**config.mk**
```make
export PLATFORM = sky130hd
export DESIGN_NAME = fsm_ctrl
export DESIGN_NICKNAME = d
export VERILOG_FILES = /design/src/rtl/fsm_ctrl.sv
export SDC_FILE = /design/constraint.sdc
export NUM_CORES = 1
export LEC_CHECK = 0
export CAP_MARGIN = 20
export CELL_PAD_IN_SITES_DETAIL_PLACEMENT = 0
export CELL_PAD_IN_SITES_GLOBAL_PLACEMENT = 1
export CORE_UTILIZATION = 28
export DETAILED_ROUTE_END_ITERATION = 6
export GPL_ROUTABILITY_DRIVEN = 0
export HOLD_SLACK_MARGIN = 0.02
export PLACE_DENSITY = 0.84
export SYNTH_ARGS = -nofsm -noshare
export SYNTH_HDL_FRONTEND = slang
export SYNTH_SLANG_ARGS = --single-unit
```
**constraint.sdc**
```tcl
create_clock -name i_clk -period 2.5 [get_ports i_clk]
set_clock_uncertainty 0.2 [all_clocks]
set_input_delay 0.25 -clock i_clk [delete_from_list [all_inputs] [get_ports i_clk]]
set_output_delay 0.25 -clock i_clk [all_outputs]
set_load 0.005 [all_outputs]
```
**src/rtl/fsm_ctrl.sv**
```systemverilog
// Flow-control state machine for the four-FIFO TLP datapath.
// Aggregates FIFO status into idle, pause, continue and sticky error/full.
module fsm_ctrl (
  input  logic       i_clk,
  input  logic       i_reset,
  input  logic       i_init,
  input  logic       i_FIFOpause0,
  input  logic       i_FIFOpause1,
  input  logic       i_FIFOpause2,
  input  logic       i_FIFOpause3,
  input  logic       i_FIFOcontinue0,
  input  logic       i_FIFOcontinue1,
  input  logic       i_FIFOcontinue2,
  input  logic       i_FIFOcontinue3,
  input  logic       i_FIFOempty0,
  input  logic       i_FIFOempty1,
  input  logic       i_FIFOempty2,
  input  logic       i_FIFOempty3,
  input  logic       i_FIFOerror0,
  input  logic       i_FIFOerror1,
  input  logic       i_FIFOerror2,
  input  logic       i_FIFOerror3,
  input  logic       i_FIFOfull0,
  input  logic       i_FIFOfull1,
  input  logic       i_FIFOfull2,
  input  logic       i_FIFOfull3,
  output logic [3:0] o_error_full,
  output logic [3:0] o_pause,
  output logic [3:0] o_continue,
  output logic       o_idle
);

  typedef enum logic [2:0] {
    ST_RESET  = 3'd0,
    ST_INIT   = 3'd1,
    ST_IDLE   = 3'd2,
    ST_ACTIVE = 3'd3,
    ST_PAUSE  = 3'd4,
    ST_ERROR  = 3'd5
  } state_t;

  state_t     r_state;
  state_t     w_next;
  logic [3:0] w_pause_v;
  logic [3:0] w_cont_v;
  logic [3:0] w_empty_v;
  logic [3:0] w_errfull_v;
  logic       w_any_err;
  logic       w_any_pause;
  logic       w_all_empty;
  logic [3:0] w_ef_nxt;
  logic [3:0] w_pause_nxt;
  logic [3:0] w_cont_nxt;
  logic       w_idle_nxt;

  assign w_pause_v   = {i_FIFOpause3, i_FIFOpause2,
                        i_FIFOpause1, i_FIFOpause0};
  assign w_cont_v    = {i_FIFOcontinue3, i_FIFOcontinue2,
                        i_FIFOcontinue1, i_FIFOcontinue0};
  assign w_empty_v   = {i_FIFOempty3, i_FIFOempty2,
                        i_FIFOempty1, i_FIFOempty0};
  assign w_errfull_v = {i_FIFOerror3 | i_FIFOfull3,
                        i_FIFOerror2 | i_FIFOfull2,
                        i_FIFOerror1 | i_FIFOfull1,
                        i_FIFOerror0 | i_FIFOfull0};
  assign w_any_err   = |w_errfull_v;
  assign w_any_pause = |w_pause_v;
  assign w_all_empty = &w_empty_v;

  // Next-state selection; init overrides everything, bad codes recover via INIT
  always_comb begin
    w_next = ST_INIT;
    if (!i_init) begin
      case (r_state)
        ST_RESET: w_next = ST_INIT;
        ST_INIT:  w_next = ST_IDLE;
        ST_IDLE: begin
          if (w_any_err)         w_next = ST_ERROR;
          else if (!w_all_empty) w_next = ST_ACTIVE;
          else                   w_next = ST_IDLE;
        end
        ST_ACTIVE: begin
          if (w_any_err)        w_next = ST_ERROR;
          else if (w_any_pause) w_next = ST_PAUSE;
          else if (w_all_empty) w_next = ST_IDLE;
          else                  w_next = ST_ACTIVE;
        end
        ST_PAUSE: begin
          if (w_any_err)        w_next = ST_ERROR;
          else if (w_any_pause) w_next = ST_PAUSE;
          else                  w_next = ST_ACTIVE;
        end
        ST_ERROR: w_next = ST_ERROR;
        default:  w_next = ST_INIT;
      endcase
    end
  end

  // Output values to be registered, derived from the upcoming state
  always_comb begin
    w_idle_nxt  = 1'b0;
    w_pause_nxt = 4'd0;
    w_cont_nxt  = 4'd0;
    w_ef_nxt    = 4'd0;
    case (w_next)
      ST_IDLE: begin
        w_idle_nxt = 1'b1;
        w_ef_nxt   = o_error_full | w_errfull_v;
      end
      ST_ACTIVE, ST_PAUSE: begin
        w_pause_nxt = w_pause_v;
        w_cont_nxt  = w_cont_v;
        w_ef_nxt    = o_error_full | w_errfull_v;
      end
      ST_ERROR: w_ef_nxt = o_error_full | w_errfull_v;
      default: ;
    endcase
  end

  // State and output registers, cleared asynchronously by reset
  always_ff @(posedge i_clk or posedge i_reset) begin
    if (i_reset) begin
      r_state      <= ST_RESET;
      o_error_full <= 4'd0;
      o_pause      <= 4'd0;
      o_continue   <= 4'd0;
      o_idle       <= 1'b0;
    end else begin
      r_state      <= w_next;
      o_error_full <= w_ef_nxt;
      o_pause      <= w_pause_nxt;
      o_continue   <= w_cont_nxt;
      o_idle       <= w_idle_nxt;
    end
  end

endmodule

```
### Word level (Yosys, flattened, before mapping)

Cells that the tools add are included.

* bitwise logic cells: 5
* reduce and logical (&&, ||, !) cells: 5
* mux-type cells: 12
* equality and inequality tests: 9

Operators by type and width (count)
* $mux 3: 6
* $pmux 3 s5: 1
* $eq 3x2->1 const B: 4
* $eq 3x3->1 const B: 4
* $mux 4: 3
* $reduce_or 4->1: 3
* $or 1x1->1: 4
* $or 4x4->4: 1
* $reduce_and 4->1: 1
* $eq 3x1->1 const B: 1
* $mux 1: 2
* $reduce_or 2->1: 1

* logic and storage cells: 36
* bits in registers: 16

### Depth between registers and ports, before layout

Gate-level depths: netlist of the first run.

* depth after elaboration: 9
* mapped depth: 7
* mapped depth without buffers: 5

### Worst setup path before layout of the first run

Ideal clock, no wire load.

* path kind: input port to flip-flop
* from: in i_FIFOfull2
* to: reg o_continue[0]
* required time: 2.168 ns
* stages: 6
* path slack: 0.589 ns
* arrival time: 1.579 ns
* cells stage by stage: or4_1 > nor2_2 > a211o_2 > and4_4 > buf_12 > nor3_2

* longest elaborated chain between the ends: 8
* elaborated cells between the ends (all ways): 11
* classes of those cells: eq/ne: 2; mux: 6; bitwise: 1; reduce/logical: 2

RTL lines
* from (decl): line 25 `input logic i_FIFOfull2,`
* $or 1x1->1 (*): line 63 `i_FIFOerror2 | i_FIFOfull2,`
* $reduce_or 4->1 (*): line 66 `assign w_any_err = |w_errfull_v;`
* $mux 3 (on tied branches): line 89, 78, 83
* $pmux 3 s5 (*): line 74 `case (r_state)`
* $mux 3 (*): line 73 `if (!i_init) begin`
* $eq 3x2->1 or $eq 3x3->1 (tied branches): line 105 `case (w_next)`
* $reduce_or 2->1 (*): line 105
* $mux 4 (*): line 105
* via w_cont_nxt[0]: line 53 `logic [3:0] w_cont_nxt;`
* to (signal assigned): line 132 `o_continue <= w_cont_nxt;`
* to (decl): line 29 `output logic [3:0] o_continue,`

The timed path passes the listed nets; every way through them passes the cells marked *.

### Final worst setup path of the first run

* from: in i_FIFOpause0
* to: reg o_continue[0]

* longest elaborated chain between the ends: 8
* elaborated cells between the ends (all ways): 11
* classes of those cells: eq/ne: 2; mux: 7; reduce/logical: 2

RTL lines
* from (decl): line 7 `input logic i_FIFOpause0,`
* $reduce_or 4->1 (*): line 67 `assign w_any_pause = |w_pause_v;`
* $mux 3 (on tied branches): line 90, 84
* $mux 3 (on tied branches): line 89, 83
* $pmux 3 s5 (*): line 74
* $mux 3 (*): line 73
* $eq 3x2->1 or $eq 3x3->1 (tied branches): line 105
* $reduce_or 2->1 (*): line 105
* $mux 4 (*): line 105
* via w_cont_nxt[0]: line 53

Marked as above.

==> results of run 1 <==
per-layer routing:
| layer | vias to the layer above | global-route usage [%] | routed length [um] |
|---|---|---|---|
| li1 | 342 | - | - |
| met3 | 0 | 3.23 | 147 |
| met1 | 327 | 15.2 | 840 |
| met2 | 36 | 22.2 | 911 |
| met5 | - | 0 | 0 |
| met4 | 0 | 4.18 | 0 |
cells in the mapped netlist, drive strengths merged, types with 2 or more instances:
| cell type | count | area [um^2] |
|---|---|---|
| buf | 2 | 25.0 |
| dfrtp | 16 | 400 |
| inv | 4 | 15.0 |
| nand2 | 9 | 33.8 |
| nor2 | 7 | 28.8 |
| nor3 | 13 | 105 |
| nor4 | 3 | 18.8 |
| o2bb2ai | 2 | 36.3 |
| or4 | 3 | 30.0 |
how the worst max path moves through the flow:
stage                     to  depth (start not counted)
5_1_grt        o_continue[0]                          6
2_1_floorplan  o_continue[0]                          6
4_1_cts        o_continue[2]                          6
3_3_place_gp   o_continue[3]                          6
6_report       o_continue[0]                          6
3_5_place_dp      o_pause[3]                          6
per-stage QoR:
step                      worst slack [ps]  util (%)  std cells  power [uW]
after global routing                   226      44.1        141        1230
after global placement                53.1      42.8        137         976
after floorplan                        589         -         74         782
after CTS                              327      44.1        141        1160
final                                  296      44.1        141        1150
after detailed placement              22.6      42.8        137         990
final cells by class:
class	instances	area (um^2)	area share (%)
clock buffers	4	36.3	2.93
inverters	4	15.0	1.21
multi-input cells	51	397	32.1
flip-flops and latches	16	400	32.4
well taps	31	38.8	3.13
repair buffers	35	350	28.3
sequential cells by signal, summed over array words and instances (netlist names):
signal,count
o_error_full,4
o_continue,4
o_pause,4
o_idle,1
r_state,3
where the power goes:
part	switching, uW	internal (uW)
logic	251	300
clock network	82.3	88.7
registers	77.1	352
total	410	740
kinds of logic after synthesis:
| kind of cell | Yosys count | share of synthesized area [%] |
|---|---|---|
| buffers and inverters | 7 | 5.63 |
| DFF | 16 | 47.4 |
| AOI/OAI and AO/OA | 8 | 13.8 |
| and+or+nand+nor | 42 | 32.1 |
| xor gates and xnor gates | 1 | 1.04 |
==> summary.txt, run 1 <==
Run status
  • Status: finished, violations left
  • Failing checks: design-rule violations

Logic synthesis
  • Syn Area/Cell: 11.4 um^2
  • Warnings, synthesis: 0
  • Synthesized flop and latch total: 16
  • Register area share after synthesis: 47.4%
  • Post-synth EDFFs: 0
  • Synth Cell Area: ~840 um^2
  • Main synth FF type: dfrtp_1
  • Distinct cells, synth: 29
  • Syn_nets: 97
  • Ys async rst share: 100%
  • Syn Inst Count: between 70 and 80

Layout
  • Fin area: around 1200 um^2
  • Diode count: 0
  • Most common cell after layout, fill and taps aside: clkdlybuf4s50_1
  • Layout cells sized above 1: 20.9%
  • Area Growth Syn to Fin: 46.5%
  • Filler cells: 277
  • Most frequent cells in the layout: clkdlybuf4s50_1 (35), dfrtp_1 (16), nand2_1 (9), nor3_2 (8), nor2_1 (6)
  • Fin nets: between 100 and 150

Placed design
  • DP Area: approximately 1200 um^2
  • IO buf count: 35
  • Post-detail-place hpwl: approximately 1.5 mm

Timing
  • Pins Over Slew Limit: 0
  • Final Cycle Share: 88.2%
  • Relative slew margins: 59.5%
  • Worst-margin pin slew: 607 ps
  • Setup_tns: 0 ps
  • Unrepaired setup endpoints after global routing: false
  • Maximum clock rate: 454 MHz
  • Final setup violating endpoints: 0
  • Tmin final: between 2000 and 2500 ps
  • Min Hold Slack: roughly 120 ps
  • Final Hold Vio Count: 0

Critical path
  • WS Path Type: in -> reg
  • Critical path's top delay family: simple AND/OR/NAND/NOR gates
  • Worst-case reg-to-reg path depth: 5
  • Reg2reg start: r_state[1]
  • CP required: 2460 ps
  • R2r setup slk: 630 ps
  • Max Fanout on Critical Path: 9
  • Worst r2r dst: o_continue[0]
  • CP Data Arrival Time: 2170 ps
  • CP Buf/Inv Count: 1
  • CP startpoint: i_FIFOpause0
  • Max stage delay cell, worst path: or4_4
  • Crit start category: primary input
  • Worst Setup End Kind: flop
  • Critical-path cell list: clkdlybuf4s50_1 > or4_4 > nor4b_1 > o2bb2ai_1 > and4_4 > nor3_2
  • Crit-path max cell delay: 570 ps

Route
  • Pre-Repair DR Iteration Count: 7
  • Routed vias: 705
  • DRC: 9
  • WL per Instance: 13.5 um
  • Post-route ant nets: 0
  • 1st-iter DRT viols: 23
  • DRT Wirelength: approximately 1.9 mm
  • Drt via density: ~5.0

Global route
  • First-pass GRT wire length: 3.22 mm
  • Tot GR Track Use: 12.7%
  • Vias in the first global route: 751
  • Largest net degree at the start of global routing: 17
  • Overflow after GRT: 0
  • Initial antenna violation count: 0

Run
  • Maxcap violations: 0

Clock network
  • # H-tree levels: 1
  • Clk slew on worst S/H paths: roughly 100 ps
  • CTS tree: done
  • CTS hold repair buffers: 0
  • Post-CTS setup buffer count: 0
  • Post-CTS Resized: 0
  • Num CTS Buffers: 3
  • CTS max path bufs: 2
  • CTS Root Cell: clkbuf_4
  • CTS Sinks: 16
  • Worst-Skew Late Latency: roughly 280 ps

Worst hold path
  • Hold Path Class: in -> async

Floorplanning
  • Die area: around 3200 um^2
  • Initial Util: about 30%
  • Row Count: 19
  • Die width: 56.9 um
  • CORE AREA: approximately 2800 um^2
  • Die Span Y: ~57 um
  • IO Pins: 36

Power and ir drop
  • Lkg Pwr: 0.000500 uW
  • Peak supply drop: 0.000319 V
  • P per Cell Area: approximately 930 nW/um^2
(Power assumes the default switching activity.)
==> run 2, diff against run 1 <==
--- a/config.mk
+++ b/config.mk
@@ -5,6 +5,7 @@
 export SDC_FILE = /design/constraint.sdc
 export NUM_CORES = 1
 export LEC_CHECK = 0
+export ABC_CLOCK_PERIOD_IN_PS = 2200
 export CAP_MARGIN = 20
 export CELL_PAD_IN_SITES_DETAIL_PLACEMENT = 0
 export CELL_PAD_IN_SITES_GLOBAL_PLACEMENT = 1
==> constraint.sdc (replaced) <==
create_clock -name i_clk -period 2.2 [get_ports i_clk]
set_clock_uncertainty 0.2 [all_clocks]
set_input_delay 0.22 -clock i_clk [delete_from_list [all_inputs] [get_ports i_clk]]
set_output_delay 0.22 -clock i_clk [all_outputs]
set_load 0.005 [all_outputs]
==> summary.txt, run 2 (same netlist as run 1, synthesis figures left out) <==
Timing
  • Min Hold Slack: about 100 ps
  • Final Cycle Share: 96.9%
  • Setup_tns: 0 ps
  • Final setup violating endpoints: 0
  • Final worst slack: 68.7 ps
  • Maximum clock rate: 469 MHz
  • Relative slew margins: 58.5%
  • Pins Over Slew Limit: 0
  • Tmin final: 2130 ps
  • Final Hold Vio Count: 0
  • Worst-margin pin slew: 622 ps
  • Unrepaired setup endpoints after global routing: false

Clock network
  • Num CTS Buffers: 3
  • CTS hold repair buffers: 0
  • CTS Root Cell: clkbuf_4
  • CTS tree: done
  • Clk slew on worst S/H paths: about 90 ps
  • Worst-Skew Late Latency: 290 ps
  • # H-tree levels: 1
  • Post-CTS setup buffer count: 0
  • CTS Sinks: 16
  • CTS max path bufs: 2

Critical path
  • CP Data Arrival Time: 2150 ps
  • CP startpoint: i_FIFOfull2
  • Reg2reg start: r_state[0]
  • Crit-path max cell delay: ~600 ps
  • Worst Setup End Kind: flop
  • Critical-path cell list: clkdlybuf4s50_1 > or4_1 > buf_4 > nor4_1 > a311o_2 > a31oi_4 > nor3_2
  • CP Buf/Inv Count: 2
  • WS Path Type: in -> reg
  • Max stage delay cell, worst path: or4_1
  • R2r setup slk: 250 ps
  • Worst r2r dst: o_pause[3]
  • Crit start category: primary input
  • CP required: around 2200 ps
  • Max Fanout on Critical Path: 8
  • Critical path's top delay family: simple AND/OR/NAND/NOR gates
  • Worst-case reg-to-reg path depth: 5

Power and ir drop
  • Comb power frac: 51.8%
  • Sequential share of power: around 37%
  • Lkg Pwr: 0.000554 uW
  • Net Switching: just under 500 uW
  • P_int: between 800 and 900 uW
  • Clock network power share: 11.4%
  • P per Cell Area: a little over 1000 nW/um^2
  • Net Sw Frac: 36.9%
  • Tot Pwr: ~1300 uW
  • Peak supply drop: 0.000362 V

Global route
  • Tot GR Track Use: between 10% and 20%
  • Initial antenna violation count: 0
  • Vias in the first global route: 809
  • First-pass GRT wire length: 3.61 mm
  • Overflow after GRT: 0
  • Largest net degree at the start of global routing: 17

Layout
  • Finished Layout Cells: about 150
  • Filler cells: between 200 and 300
  • Diode count: 0
  • Fin nets: 146
  • Most common cell after layout, fill and taps aside: clkdlybuf4s50_1
  • Top Registers: o_continue (4), o_error_full (4), o_pause (4)
  • Layout cells sized above 1: 29.8%
  • Most frequent cells in the layout: clkdlybuf4s50_1 (35), dfrtp_1 (16), buf_4 (11), nand2_1 (9), nor3_2 (8)
  • Area Growth Syn to Fin: 57.5%

Route
  • DRC: 9
  • 1st-iter DRT viols: 17
  • Drt via density: 5.10
  • DRT Wirelength: 2.17 mm
  • Routed vias: 775
  • Post-route ant nets: 0
  • Pre-Repair DR Iteration Count: 7
  • WL per Instance: approximately 14 um

Floorplanning
  • Row Count: 19
  • IO Pins: 36
  • Die width: 56.9 um
  • Die area: ~3200 um^2
  • Initial Util: 30.1%
  • CORE AREA: roughly 2800 um^2
  • Die Span Y: about 57 um

Placed design
  • Placement Setup Slack: -241 ps
  • Post-detail-place hpwl: 1.70 mm
  • IO buf count: 35
  • Placed Cells: between 100 and 150

Run
  • Maxcap violations: 0

Worst hold path
  • Hold Path Class: in -> async

Run status
  • Failing checks: design-rule violations
  • Status: finished, violations left
==> run 2: timing repair <==
| action | 4_1_cts | 5_1_grt |
|---|---|---|
| resized for setup | 0 | 3 |
| setup endpoints to repair | 0 | 8 |
| endpoints found under the hold margin | 0 | 0 |
==> run 2: power by group through the flow <==
stage               sequential, uW  combinational (uW)  clock [uW]
floorplan                      458                 430           0
global placement               489                 652           0
detailed placement             496                 673           0
CTS                            492                 672         162
global route                   510                 755         173
finish                         493                 695         153
==> run 2: worst max path at each step <==
stage,to,depth (start not counted)
2_1_floorplan,o_continue[0],6
3_3_place_gp,o_continue[2],6
3_5_place_dp,o_continue[2],6
4_1_cts,o_continue[2],6
5_1_grt,o_continue[1],6
6_report,o_continue[2],7
==> run 2: layer usage <==
metal	up-vias	GRT usage (%)	wire length (um)
met4	0	4.18	20
met3	2	3.23	138
met5	-	0	0
met2	31	26.1	1100
li1	368	-	-
met1	374	16.4	912
==> run 2: cell type report <==
cell class                      count  area (um^2)  area share, %
Inverter                            4         15.0           1.13
Tap cell                           31         38.8           2.92
Multi-Input combinational cell     52          420           31.6
Timing Repair Buffer               46          433           32.5
Sequential cell                    16          400           30.1
Clock buffer                        3         22.5           1.69
==> run 2: through the flow <==
stage	utilization (%)	instance area, um^2
finish	47.4	1330
global placement	45.8	1280
floorplan	-	845
global route	47.4	1330
CTS	46.6	1310
detailed placement	45.8	1280
==> run 3, diff against run 2 <==
--- a/config.mk
+++ b/config.mk
@@ -5,7 +5,7 @@
 export SDC_FILE = /design/constraint.sdc
 export NUM_CORES = 1
 export LEC_CHECK = 0
-export ABC_CLOCK_PERIOD_IN_PS = 2200
+export ABC_CLOCK_PERIOD_IN_PS = 1900
 export CAP_MARGIN = 20
 export CELL_PAD_IN_SITES_DETAIL_PLACEMENT = 0
 export CELL_PAD_IN_SITES_GLOBAL_PLACEMENT = 1
@@ -13,7 +13,7 @@
 export DETAILED_ROUTE_END_ITERATION = 6
 export GPL_ROUTABILITY_DRIVEN = 0
 export HOLD_SLACK_MARGIN = 0.02
-export PLACE_DENSITY = 0.84
+export PLACE_DENSITY = 0.86
 export SYNTH_ARGS = -nofsm -noshare
 export SYNTH_HDL_FRONTEND = slang
 export SYNTH_SLANG_ARGS = --single-unit
==> constraint.sdc (replaced) <==
create_clock -name i_clk -period 1.9 [get_ports i_clk]
set_clock_uncertainty 0.2 [all_clocks]
set_input_delay 0.19 -clock i_clk [delete_from_list [all_inputs] [get_ports i_clk]]
set_output_delay 0.19 -clock i_clk [all_outputs]
set_load 0.005 [all_outputs]
==> summary.txt, run 3 (same netlist as run 1, synthesis figures left out) <==
Power and ir drop
  • Peak supply drop: 0.000478 V
  • Comb power frac: 57.3%
  • Net Sw Frac: approximately 36%
  • Net Switching: just under 700 uW
  • Lkg Pwr: 0.000634 uW
  • Clock network power share: 12.4%
  • Sequential share of power: 30.3%
  • P per Cell Area: 1240 nW/um^2
  • P_int: 1180 uW

Layout
  • Area Growth Syn to Fin: 77.0%
  • Top Registers: o_continue (4), o_error_full (4), o_pause (4)
  • Filler cells: 263
  • Finished Layout Cells: 161
  • Layout cells sized above 1: between 30% and 40%
  • Most common cell after layout, fill and taps aside: clkdlybuf4s50_1
  • Final Util: 53.3%
  • Diode count: 0
  • Most frequent cells in the layout: clkdlybuf4s50_1 (23), buf_4 (16), dfrtp_1 (15), nand2_1 (9)
  • Fin nets: about 150

Run status
  • Failing checks: design-rule violations
  • Status: finished, violations left

Placed design
  • Post-detail-place hpwl: 1.56 mm
  • IO buf count: 35
  • Placement Setup Slack: -510 ps
  • Placed Cells: 151

Clock network
  • CTS Root Cell: clkbuf_4
  • # H-tree levels: 1
  • CTS Sinks: 16
  • CTS tree: done
  • CTS max path bufs: 2
  • Num CTS Buffers: 3
  • Clk slew on worst S/H paths: 100 ps
  • Worst-Skew Late Latency: 290 ps

Global route
  • Initial antenna violation count: 0
  • Tot GR Track Use: 14.7%
  • Vias in the first global route: 864
  • First-pass GRT wire length: approximately 3.7 mm
  • Overflow after GRT: 0
  • Largest net degree at the start of global routing: 17

Critical path
  • CP Data Arrival Time: ~1900 ps
  • Crit start category: primary input
  • Max stage delay cell, worst path: or4_4
  • Worst Setup End Kind: flop
  • Critical-path cell list: clkdlybuf4s15_1 > or4_4 > buf_6 > nor4_4 > a311o_2 > a31oi_4 > buf_12 > nor3_4
  • Crit-path max cell delay: 570 ps
  • CP required: 1910 ps
  • WS Path Type: in -> reg
  • CP Buf/Inv Count: 3
  • Max Fanout on Critical Path: 8
  • Critical path's top delay family: simple AND/OR/NAND/NOR gates

Timing
  • Maximum clock rate: 537 MHz
  • Final setup violating endpoints: 0
  • Final worst slack: 39.4 ps
  • Relative slew margins: 60.1%
  • Unrepaired setup endpoints after global routing: false
  • Final Cycle Share: ~100%
  • Pins Over Slew Limit: 0
  • Min Hold Slack: 59.2 ps
  • Final Hold Vio Count: 0
  • Worst-margin pin slew: approximately 600 ps
  • Tmin final: ~1900 ps

Route
  • WL per Instance: 14.1 um
  • 1st-iter DRT viols: 15
  • Routed vias: 806
  • DRT Wirelength: 2.28 mm
  • Drt via density: 5.01
  • Post-route ant nets: 0
  • DRC: 9
  • Pre-Repair DR Iteration Count: 7

Floorplanning
  • CORE AREA: 2810 um^2
  • IO Pins: 36
  • Die area: 3240 um^2
  • Die width: ~57 um
  • Row Count: 19
  • Initial Util: a little under a third
  • Die Span Y: between 50 and 60 um

Run
  • Maxcap violations: 0

Worst hold path
  • Hold Path Class: in -> async
[run 3: final cells by class]
cell class	instances	area [um^2]	share of cell area, %
multi-input combinational	52	499	33.4
sequential	16	402	26.9
tap	31	38.8	2.59
clock buffer	4	36.3	2.43
timing repair buffer	54	504	33.7
inverter	4	15.0	1.00
[run 3: path summary, 6_finish.rpt]
check | start | depth (start not counted) | endpoint | slack, ps
min in group i_clk | i_FIFOfull0 | 4 | o_error_full[0] | 80
min | i_reset | 2 | o_continue[1] | 60
max | i_FIFOerror3 | 8 | o_pause[3] | 40
max in group asynchronous | i_reset | 2 | r_state[1] | 1020
min reg2reg | o_error_full[1] | 2 | o_error_full[1] | 310
max reg2reg | r_state[0] | 7 | o_pause[3] | 80
[run 3: metal layers]
layer	track usage, %	share of wire [%]	vias to the layer above
met5	0	0	-
met4	3.14	1.6	0
met3	2.76	7.9	4
met2	26.7	51	39
met1	17.8	39	380
li1	-	-	383
[run 3: power by group through the flow]
stage	Sequential, uW	Combinational (uW)	Clock [uW]
floorplan	531	498	0
global placement	548	816	0
detailed placement	553	833	0
CTS	552	902	231
global route	582	1140	248
finish	562	1060	231
[run 3: what timing repair did]
item | in CTS | in global routing
pin swaps | 19 | 13
endpoints found under the setup margin | 9 | 8
endpoints found under the hold margin | 0 | 1
hold buffers | 0 | 1
cloned | 1 | 0
resized for setup | 17 | 17
buffers inserted | 1 | 3
[run 3: through the flow]
step                cell area [um^2]  power (uW)  TNS (ps)
floorplan                        845        1030         0
global placement                1310        1360     -4700
detailed placement              1310        1390     -5010
CTS                             1380        1690         0
global route                    1500        1970         0
finish                          1500        1860         0
